### src/rtl/muldiv_hilo.sv
// HI/LO controller for the EX stage: sequences an external 32-cycle unsigned divider,
// applies sign fix-up for DIV, and handles MTHI/MTLO. Define MULDIV_MULT_EN for MULT/MULTU.
module muldiv_hilo #(
  parameter logic [31:0] DIV_ZERO_LO = 32'hFFFFFFFF
) (
  input  logic        clock,
  input  logic        resetn,
  input  logic        op_valid,
  input  logic [2:0]  op,
  input  logic [31:0] rs_val,
  input  logic [31:0] rt_val,
  output logic        stall,
  output logic [31:0] hi,
  output logic [31:0] lo,
  output logic [31:0] div_a,
  output logic [31:0] div_b,
  output logic        div_start,
  input  logic        div_busy,
  input  logic [31:0] div_q,
  input  logic [31:0] div_r
);

  localparam logic [2:0] OpDiv   = 3'b001;
  localparam logic [2:0] OpDivu  = 3'b010;
  localparam logic [2:0] OpMult  = 3'b011;
  localparam logic [2:0] OpMultu = 3'b100;
  localparam logic [2:0] OpMthi  = 3'b101;
  localparam logic [2:0] OpMtlo  = 3'b110;

  typedef enum logic [2:0] {
    StIdle, StStart, StWait, StFix, StZero, StMStart, StMRun
  } state_e;

  state_e      state_q, state_d;
  logic [31:0] hi_q, hi_d;
  logic [31:0] lo_q, lo_d;
  logic [31:0] div_a_q, div_a_d;
  logic [31:0] div_b_q, div_b_d;
  logic        div_start_q, div_start_d;
  logic        q_neg_q, q_neg_d;
  logic        r_neg_q, r_neg_d;
  logic [31:0] src_q, src_d;

  logic [31:0] rs_mag, rt_mag;
  logic        is_signed;

  assign rs_mag = rs_val[31] ? (~rs_val + 32'd1) : rs_val;
  assign rt_mag = rt_val[31] ? (~rt_val + 32'd1) : rt_val;
  assign is_signed = (op == OpDiv) || (op == OpMult);

`ifdef MULDIV_MULT_EN
  logic [31:0] mcand_q, mcand_d;
  logic [63:0] prod_q, prod_d;
  logic [5:0]  mcnt_q, mcnt_d;
  logic [32:0] mult_sum;
  logic [63:0] prod_step;
  logic [63:0] prod_fix;

  // Upper half accumulates the multiplicand; the multiplier shifts out of the lower half.
  assign mult_sum  = {1'b0, prod_q[63:32]} + (prod_q[0] ? {1'b0, mcand_q} : 33'd0);
  assign prod_step = {mult_sum, prod_q[31:1]};
  assign prod_fix  = q_neg_q ? (~prod_q + 64'd1) : prod_q;
`endif

  always_comb begin
    state_d     = state_q;
    hi_d        = hi_q;
    lo_d        = lo_q;
    div_a_d     = div_a_q;
    div_b_d     = div_b_q;
    div_start_d = div_start_q;
    q_neg_d     = q_neg_q;
    r_neg_d     = r_neg_q;
    src_d       = src_q;
`ifdef MULDIV_MULT_EN
    mcand_d     = mcand_q;
    prod_d      = prod_q;
    mcnt_d      = mcnt_q;
`endif
    case (state_q)
      StIdle: begin
        if (op_valid) begin
          case (op)
            OpMthi: hi_d = rs_val;
            OpMtlo: lo_d = rs_val;
            OpDiv, OpDivu: begin
              if (rt_val == 32'd0) begin
                src_d   = rs_val;
                state_d = StZero;
              end else begin
                div_a_d     = is_signed ? rs_mag : rs_val;
                div_b_d     = is_signed ? rt_mag : rt_val;
                q_neg_d     = is_signed && (rs_val[31] ^ rt_val[31]);
                r_neg_d     = is_signed && rs_val[31];
                div_start_d = 1'b1;
                state_d     = StStart;
              end
            end
`ifdef MULDIV_MULT_EN
            OpMult, OpMultu: begin
              mcand_d = is_signed ? rs_mag : rs_val;
              prod_d  = {32'd0, (is_signed ? rt_mag : rt_val)};
              q_neg_d = is_signed && (rs_val[31] ^ rt_val[31]);
              mcnt_d  = 6'd0;
              state_d = StMStart;
            end
`endif
            default: ;
          endcase
        end
      end
      StStart: begin
        div_start_d = 1'b0;
        state_d     = StWait;
      end
      StWait: begin
        if (!div_busy) state_d = StFix;
      end
      StFix: begin
        lo_d    = q_neg_q ? (~div_q + 32'd1) : div_q;
        hi_d    = r_neg_q ? (~div_r + 32'd1) : div_r;
        state_d = StIdle;
      end
      StZero: begin
        hi_d    = src_q;
        lo_d    = DIV_ZERO_LO;
        state_d = StIdle;
      end
`ifdef MULDIV_MULT_EN
      StMStart: begin
        prod_d  = prod_step;
        mcnt_d  = 6'd1;
        state_d = StMRun;
      end
      StMRun: begin
        if (mcnt_q == 6'd32) begin
          hi_d    = prod_fix[63:32];
          lo_d    = prod_fix[31:0];
          state_d = StIdle;
        end else begin
          prod_d = prod_step;
          mcnt_d = mcnt_q + 6'd1;
        end
      end
`endif
      default: state_d = StIdle;
    endcase
  end

  always_ff @(posedge clock or posedge resetn) begin
    if (resetn) begin
      state_q     <= StIdle;
      hi_q        <= 32'd0;
      lo_q        <= 32'd0;
      div_a_q     <= 32'd0;
      div_b_q     <= 32'd0;
      div_start_q <= 1'b0;
      q_neg_q     <= 1'b0;
      r_neg_q     <= 1'b0;
      src_q       <= 32'd0;
    end else begin
      state_q     <= state_d;
      hi_q        <= hi_d;
      lo_q        <= lo_d;
      div_a_q     <= div_a_d;
      div_b_q     <= div_b_d;
      div_start_q <= div_start_d;
      q_neg_q     <= q_neg_d;
      r_neg_q     <= r_neg_d;
      src_q       <= src_d;
    end
  end

`ifdef MULDIV_MULT_EN
  always_ff @(posedge clock or posedge resetn) begin
    if (resetn) begin
      mcand_q <= 32'd0;
      prod_q  <= 64'd0;
      mcnt_q  <= 6'd0;
    end else begin
      mcand_q <= mcand_d;
      prod_q  <= prod_d;
      mcnt_q  <= mcnt_d;
    end
  end
`endif

  assign stall     = (state_q != StIdle);
  assign hi        = hi_q;
  assign lo        = lo_q;
  assign div_a     = div_a_q;
  assign div_b     = div_b_q;
  assign div_start = div_start_q;

endmodule

### config.mk
export PLATFORM = sky130hd
export DESIGN_NAME = muldiv_hilo
export DESIGN_NICKNAME = d
export VERILOG_FILES = /design/src/rtl/muldiv_hilo.sv
export SDC_FILE = /design/constraint.sdc
export NUM_CORES = 1
export LEC_CHECK = 0
export CAP_MARGIN = 0
export CORE_UTILIZATION = 45
export DETAILED_ROUTE_END_ITERATION = 7
export PLACE_DENSITY = 0.81
export SYNTH_ARGS = -nofsm -noshare
export SYNTH_HDL_FRONTEND = slang
export SYNTH_SLANG_ARGS = --single-unit
export TNS_END_PERCENT = 100
### constraint.sdc
create_clock -name clock -period 5.25 [get_ports clock]
set_input_delay 0.525 -clock clock [delete_from_list [all_inputs] [get_ports clock]]
set_output_delay 0.525 -clock clock [all_outputs]
set_load 0.01 [all_outputs]
# Word level (Yosys, flattened, before mapping)
# Index checks and enable logic that the tools add are counted.
[op_classes]
add_sub_neg = 4
eq_ne = 15
n_mux = 21
bitwise_logic = 6
reduce_logical = 15
[op_table]
columns = ["operator", "count"]
rows = [
  ["two-way mux 32 bit", 10],
  ["one-hot mux 32 bit (3 select lines)", 2],
  ["adder 32 x 1 -> 32 bit, second input constant", 4],
  ["inverter 32 bit", 4],
  ["logical NOT 32 bit", 1],
  ["== test 3 x 2 -> 1 bit, second input constant", 4],
  ["two-way mux 3 bit", 4],
  ["AND reduction 4 bit", 3],
  ["== test 3 bit, second input constant", 3],
  ["one-hot mux 3 bit (3 select lines)", 1],
  ["AND reduction 3 bit", 3],
  ["== test 3 x 1 -> 1 bit, second input constant", 2],
  ["!= test 2 x 1 -> 1 bit, second input constant", 3],
  ["!= test 2 bit, second input constant", 3],
  ["nonzero test 3 bit", 2],
  ["logical NOT 3 bit", 1],
  ["two-way mux 1 bit", 3],
  ["logical AND 1 bit", 2],
  ["one-hot mux 1 bit (2 select lines)", 1],
  ["nonzero test 2 bit", 1],
  ["OR reduction 2 bit", 1],
  ["logical OR 1 bit", 1],
  ["inverter 1 bit", 1],
  ["bitwise XOR 1 bit", 1],
]
[totals]
regBits = 166
in_bits = 135
output_inout_bits = 130
elab_cells = 70

# Longest topological paths before layout
# Gate-level depths: netlist (run 1).
[logic_depth]
depth_word = 5
mapped_depth = 10
depth_no_buf = 7

# Worst setup path before layout (run 1)
# No wires, ideal clock.
[synth_path]
path_type = "input to register"
startpoint = "input rt_val[0]"
endpoint = "register src_q[10]"
setup_ns = 0.125
arrival_time_ns = 2.519
required_ns = 5.125
path_slack_ns = 2.606
path_stages = 8
n_path_buf = 1
path_cell_list = "inv_1 -> ha_1 -> or3b_2 -> nor4_1 -> nand3_2 -> nor2_2 -> buf_4 -> mux2_2"
[synth_between]
elab_chain_cells = 2
[synth_rtl]
columns = ["element", "line_no", "text"]
rows = [
  ["start: declaration", "11", "input logic [31:0] rt_val,"],
  ["logical NOT 32 bit", "87", "if (rt_val == 32'd0) begin"],
  ["AND reduction 4 bit (no line)", "--", ""],
  ["end signal: assignment", "170", "src_q <= src_d;"],
  ["end: declaration", "42", "logic [31:0] src_q, src_d;"],
]
# No other way between the ends.
# A chain may end at the register's enable or synchronous reset.

# Worst setup path after layout (run 1)
[layout_path]
startpoint = "register state_q[2]"
endpoint = "register div_a_q[31] (netlist: div_a[31])"
[layout_between]
elab_chain_cells = 2
[layout_rtl]
columns = ["element", "line_no", "text"]
rows = [
  ["start: declaration", "34", "state_e state_q, state_d;"],
  ["start signal: assignment", "152", "state_q <= StIdle;"],
  ["start signal: assignment", "162", "state_q <= state_d;"],
  ["logical NOT 3 bit", "80", "case (state_q)"],
  ["AND reduction 4 bit (no line)", "--", ""],
  ["end signal: assignment", "165", "div_a_q <= div_a_d;"],
  ["end: declaration", "37", "logic [31:0] div_a_q, div_a_d;"],
]
# No other way between the ends.

==> results.md, run 1 <==
| Metric | Reported |
| --- | --- |
| Transition time at the pin with the least slew margin | 1.15 ns |
| Max-capacitance violation count | 0 |
| Total Routing Usage GR | 0.302 |
| Number of I/O pins | 265 |
| Post-CTS setup buffers | 0 |
| Worst hold path class | reg -> reg |
| Post-layout minimum cycle time | 3.55 ns |
| Result of the run | completed |
| First-pass DRT Iterations | 6 |
| Critical path's largest stage delay | 0.66 ns |
| Share of post-route cells with drive strength above 1 | 0.0817 |
| Data required time of the critical path | 5.56 ns |
| Post-route clock period utilization | 0.676 |
| Ys flop type | dfrtp_1 |
| Timing-limited maximum frequency | 282 MHz |
| Aggregate routed wire length | 35500 um |
| Worst path cell trace | nor3_1 -> inv_1 -> nor4b_2 -> inv_1 -> a21oi_4 -> buf_4 -> mux2_2 |
| Count of state elements after synthesis | 166 |
| Share of synthesized flip-flops with an asynchronous set or reset | 1.00 |
| Library cell appearing most often on the critical path | inv_1 |
| Post-Route Setup TNS | 0 ns |
| TritonCTS Sinks | 166 |
| Residual antenna-violating net count after detailed routing | 0 |
| Largest fanout on the critical path | 57 |
| Post-route clock skew | 0.00830 ns |
| Clock Root Buffer | clkbuf_16 |
| Core area | 22600 um2 |
| CTS buffer count | 17 |
| Post-cts hold buffer count | 0 |
| HPWL after detailed placement | 25100 um |
| TritonCTS clock tree | built |
| Relative area change from synthesis to final layout | 32.2% |
| Maximum buffer depth of the clock tree | 2 |
| Summed area of non-filler cells in the final layout | 13600 um2 |
| Post-CTS clock slew at the launch and capture registers of the worst setup and hold paths | 0.07 ns |
| Maximum number of pins on one net before global-route repair | 102 |
| Number of buffer cells added on primary ports | 264 |
| Setup-violating endpoint count in the final report | 0 |
| RSZ-0062 raised after global routing | no |
| DR vias | 10400 |
| Worst slew margin | 0.230 |
| Maximum vdd drop | 0.000252 V |
| Wire length of the first global-routing pass | 55600 um |
| Yosys top cell by area | dfrtp_1 |
| Post-synth EDFFs | 0 |
| Placed standard-cell area | 13000 um2 |
| Number of hold-slack violations in the final timing report | 0 |
| Total grt overflow | 0 |
| Count of distinct cell types in the synthesized netlist | 76 |
| Initial DRC Count | 857 |
| Leakage power | 0.00515 uW |
| Average via count per standard cell | 6.31 |
| Die Outline Area | 23600 um2 |
| Top cells by area, synth | dfrtp_1 (40%), a21oi_1 (8.2%), xnor2_1 (4.8%) |
| Category of cells accounting for the largest share of critical-path delay | simple AND/OR/NAND/NOR gates |
| Vert. Die Dim | 153 um |
| Routed wire length per instance | 21.5 um |
| Post-cts sizing count | 0 |
| Count of H-tree levels built during CTS | 4 |
| Critical path capture point type | flip-flop |
| Synthesized netlist net count | 1281 |
| Clock latency at the later pin of the worst-skew pair | 0.43 ns |
| Final number of max-transition violations | 0 |
| Starting utilization of the core area | 0.457 |
| Synthesized instance count | 1142 |
| Crit start category | flip-flop |
| Mean cell area of the mapped netlist | 9.04 um2 |
| Top-area cell type share of the netlist area | 0.402 |
| Vias in the first global route | 9932 |
| Type of the setup path with the least slack | reg -> reg |
| Post-synthesis sequential area ratio | 0.402 |
| Count of warnings emitted by yosys | 0 |
| Die width | 153 um |
| Most common cell after layout, fill and taps aside | clkdlybuf4s50_1 |
| Pwr dens | 477 nW/um2 |
| Fill cells | 1943 |
| Weighted congestion at the end of routability-driven global placement | 0.932 |
| Std-Cell Rows | 55 |
| Number of antenna violations at the first check in global routing | 6 |
| Critical path arrival | 3.86 ns |
| Commonest cells after routing, fill and taps aside | clkdlybuf4s50_1 (264), a21oi_1 (169), dfrtp_1 (166) |
| Buf+Inv Stages, Crit Path | 3 |
| Synth Cell Area | 10300 um2 |
| Drc violations | 0 |
| Post-layout net count | 1485 |
| Slowest stage cell, crit path | dfrtp_1 |
==> cell usage after synthesis, types with 4 or more instances <==
library cell	number
or2_2	7
o21ai_0	42
nor2_1	97
a221oi_1	17
nand4_1	21
a22o_1	4
or4_1	22
a31oi_1	36
o31ai_1	20
ha_1	4
a22oi_1	4
buf_2	6
nand2b_1	6
o211ai_1	4
mux2_1	4
nor3b_1	6
buf_6	7
o22ai_1	12
dfrtp_1	166
o21a_1	7
clkbuf_1	70
xnor2_1	56
xor2_1	34
a2bb2oi_1	4
mux2_2	33
or4_4	4
nand3b_1	5
nor3_1	19
nor4_1	16
inv_1	24
a41oi_1	6
buf_1	5
mux2i_1	15
a21oi_1	169
nand4b_1	11
o41ai_1	18
nand3_1	19
or3_1	24
nand2_1	52
==> per-stage QoR <==
| step | hold slack (ns) | total power [uW] | util | setup WS [ns] | std cells |
|---|---|---|---|---|---|
| detailed placement | 0.480 | 5180 | 0.577 | 1.61 | 1612 |
| global placement | 0.467 | 5130 | 0.577 | 1.67 | 1612 |
| CTS | 0.495 | 6510 | 0.604 | 1.76 | 1644 |
| floorplan | 0.458 | 3610 | - | 0.235 | 1142 |
| finish | 0.492 | 6510 | 0.605 | 1.70 | 1649 |
| global route | 0.512 | 6890 | 0.604 | 1.48 | 1647 |
==> worst reg2reg max path, delay by kind of cell (launching register included) <==
family	cells	cell delay, ns
AO/OA/AOI/OAI	1	0.28
buffers and inverters	3	1.02
flip-flops	1	0.66
multiplexers	1	0.41
AND/OR/NAND/NOR	2	1.07
==> layer usage <==
layer | part of all wire | track usage | routed length, um
met1 | 0.39 | 0.398 | 13800
met2 | 0.46 | 0.467 | 16300
met3 | 0.12 | 0.0910 | 4230
met4 | 0.033 | 0.114 | 1190
met5 | 0 | 0 | 0
==> cell type report <==
class | count | area [um2] | share of cell area
Multi-Input combinational cell | 860 | 5690 | 0.417
Sequential cell | 166 | 4150 | 0.304
Timing Repair Buffer | 277 | 2740 | 0.201
Clock buffer | 21 | 450 | 0.0330
Tap cell | 285 | 357 | 0.0261
Clock inverter | 11 | 151 | 0.0111
Inverter | 24 | 95.1 | 0.00697
Antenna cell | 5 | 12.5 | 0.000917
==> sequential cells by signal (all words and copies together), names as in the netlist, 3 cells and up <==
name     cells
div_b       32
div_a       32
src_q       32
lo          32
hi          32
state_q      3
==> worst paths after layout <==
kind	cells after the start	end	slack, ns	from
worst max-delay path	7	div_a[31]	1.70	state_q[2]
worst min-delay path	1	hi[9]	0.49	hi[9]
worst max register to register	7	div_a[31]	1.70	state_q[2]
worst min register to register	1	hi[9]	0.49	hi[9]
max in group asynchronous	3	lo[20]	3.49	resetn
min in group asynchronous	2	hi[29]	0.67	resetn
==> cell families (layout without fill, tap and decap cells) <==
group / after synthesis / after routing / synth area share
AOI/OAI and AO/OA: 374 / 374 / 0.227
and+or+nand+nor: 339 / 339 / 0.183
DFF: 166 / 166 / 0.402
buffers and inverters: 116 / 333 / 0.0492
xor gates and xnor gates: 90 / 90 / 0.0763
muxes: 53 / 53 / 0.0563
adders and majority gates: 4 / 4 / 0.00485
other: 0 / 5 / 0
==> report_power, final <==
| part | switching, uW | internal, uW | total (uW) |
|---|---|---|---|
| Sequential | 419 | 1780 | 2200 |
| Clock | 540 | 763 | 1300 |
| Combinational | 1480 | 1530 | 3010 |
Note: power is estimated with default switching activity, not from simulation.
==> run 2, diff against run 1 <==
CORE_UTILIZATION = 49   (was 45)
PLACE_DENSITY = 0.84   (was 0.81)
clock period = 3.3 ns   (was 5.25 ns; I/O delays follow)
==> results.md, run 2 (synthesized netlist as in run 1, its figures left out) <==
| Metric | Reported | vs previous |
| --- | --- | --- |
| Vert. Die Dim | 147 um | -4.1% |
| Final number of max-transition violations | 0 | unchanged |
| Critical path arrival | 3.24 ns | -0.62 ns |
| Worst hold path class | in -> async |  |
| Number of I/O pins | 265 | unchanged |
| Transition time at the pin with the least slew margin | 1.01 ns | -0.141 ns |
| Starting utilization of the core area | 0.505 | +0.0480 |
| Post-CTS clock slew at the launch and capture registers of the worst setup and hold paths | 0.07 ns | about the same |
| Worst slew margin | 0.325 | +0.0944 |
| Post-layout net count | 1523 | +2.6% |
| Most common cell after layout, fill and taps aside | clkdlybuf4s50_1 |  |
| Data required time of the critical path | 3.62 ns | -1.94 ns |
| Commonest cells after routing, fill and taps aside | clkdlybuf4s50_1 (264), a21oi_1 (169), dfrtp_1 (166) |  |
| Aggregate routed wire length | 36000 um | +1.5% |
| Die width | 147 um | -4.1% |
| Leakage power | 0.00537 uW | +4.3% |
| Maximum vdd drop | 0.000405 V | +61% |
| Total Routing Usage GR | 0.335 | +0.0330 |
| Pwr dens | 756 nW/um2 | +58% |
| TritonCTS clock tree | built |  |
| Clock Root Buffer | clkbuf_16 |  |
| Residual antenna-violating net count after detailed routing | 0 | unchanged |
| Clock latency at the later pin of the worst-skew pair | 0.44 ns | about the same |
| Max-capacitance violation count | 0 | unchanged |
| Die Outline Area | 21700 um2 | -8.1% |
| Final instance count without filler cells | 1668 | +1.2% |
| Count of H-tree levels built during CTS | 4 | unchanged |
| Std-Cell Rows | 52 | -5.5% |
| RSZ-0062 raised after global routing | no |  |
| Maximum number of pins on one net before global-route repair | 87 | -15% |
| Number of hold-slack violations in the final timing report | 0 | unchanged |
| Vias in the first global route | 10400 | +5.0% |
| HPWL after detailed placement | 25700 um | +2.2% |
| Timing-limited maximum frequency | 343 MHz | +22% |
| Post-cts hold buffer count | 0 | unchanged |
| Post-route clock skew | 0.0118 ns | +0.00348 ns |
| Share of post-route cells with drive strength above 1 | 0.108 | +0.0264 |
| Relative area change from synthesis to final layout | 35.4% |  |
| Largest fanout on the critical path | 65 | +14% |
| Critical path capture point type | flip-flop |  |
| Result of the run | completed |  |
| Post-layout minimum cycle time | 2.91 ns | -0.638 ns |
| TritonCTS Sinks | 166 | unchanged |
| Maximum buffer depth of the clock tree | 2 | unchanged |
| First-pass DRT Iterations | 6 | unchanged |
| DR vias | 10700 | +2.8% |
| Fill cells | 1611 | -17% |
| Post-CTS setup buffers | 0 | unchanged |
| Core area | 20400 um2 | -9.5% |
| Average via count per standard cell | 6.42 | +1.7% |
| Post-route clock period utilization | 0.883 | +0.206 |
| Drc violations | 0 | unchanged |
| Weighted congestion at the end of routability-driven global placement | 0.925 | -0.79% |
| Type of the setup path with the least slack | reg -> reg |  |
| Post-cts sizing count | 0 | unchanged |
| Setup-violating endpoint count in the final report | 0 | unchanged |
| Routed wire length per instance | 21.6 um | +0.32% |
| Wire length of the first global-routing pass | 56800 um | +2.2% |
| Number of buffer cells added on primary ports | 264 | unchanged |
| Placed Instances | 1635 | +1.4% |
| Total grt overflow | 0 | unchanged |
| Number of antenna violations at the first check in global routing | 1 | -5 |
| Post-Route Setup TNS | 0 ns | unchanged |
| Initial DRC Count | 1183 | +38% |
| CTS buffer count | 17 | unchanged |
| Crit start category | flip-flop |  |
[run 2: changes by cell type in the layout (fill, tap and decap cells not counted), moves of 2 or more]
cell / delta
buf_4: +35
inv_6: +2
buf_12: +3
clkbuf_1: -3
inv_8: +3
clkinv_4: -2
diode_2: -4
[run 2: path summary, 6_finish.rpt]
check	from	end	slack (ns)	cells past startpoint
max	state_q[2]	div_a[0]	0.39	7
min	resetn	hi[9]	0.28	2
max reg2reg	state_q[2]	div_a[0]	0.39	7
min reg2reg	src_q[13]	src_q[13]	0.49	1
max in group asynchronous	resetn	lo[24]	2.23	3
min in group clock	src_q[13]	src_q[13]	0.49	1
[run 2: cell type report]
class	count	area [um2]	share of cell area
Inverter	24	93.8	0.00671
Clock inverter	15	216	0.0155
Antenna cell	1	2.50	0.000179
Clock buffer	17	425	0.0304
Tap cell	270	338	0.0242
Multi-Input combinational cell	860	5680	0.407
Timing Repair Buffer	315	3060	0.219
Sequential cell	166	4150	0.297
[run 2: per-stage QoR]
| stage | total power, uW | area (um2) | hold WS [ns] | setup WS (ns) | util |
|---|---|---|---|---|---|
| 2_1_floorplan | 5750 | 10300 | 0.428 | 0.851 | - |
| 3_3_place_gp | 8180 | 13300 | 0.467 | 0.243 | 0.653 |
| 6_report | 10600 | 14000 | 0.276 | 0.387 | 0.684 |
| 4_1_cts | 10500 | 14000 | 0.282 | 0.522 | 0.684 |
| 3_5_place_dp | 8290 | 13300 | 0.476 | 0.128 | 0.653 |
| 5_1_grt | 11100 | 14000 | 0.317 | 0.301 | 0.684 |
[run 2: worst max-delay path: stages (launching register included)]
cell and delay (ns):
dfrtp_1 0.53, nor3_1 0.23, buf_4 0.16, inv_1 0.12
nor4b_2 0.38, buf_4 0.63, nand2_1 0.34, mux2_2 0.35
[run 2: layer usage]
metal	track usage	up-vias	share of wire	wire [um]
met2	0.518	660	0.46	16600
met1	0.445	5166	0.39	13900
met5	0	-	0	0
met4	0.151	0	0.038	1370
met3	0.0835	114	0.11	4110
li1	-	4768	-	-
[run 2: power breakdown]
group | total, uW | leakage, uW | internal [uW] | switching (uW)
Sequential | 3470 | 0.00196 | 2840 | 631
Combinational | 4890 | 0.00311 | 2490 | 2400
Clock | 2210 | 0.000306 | 1290 | 916
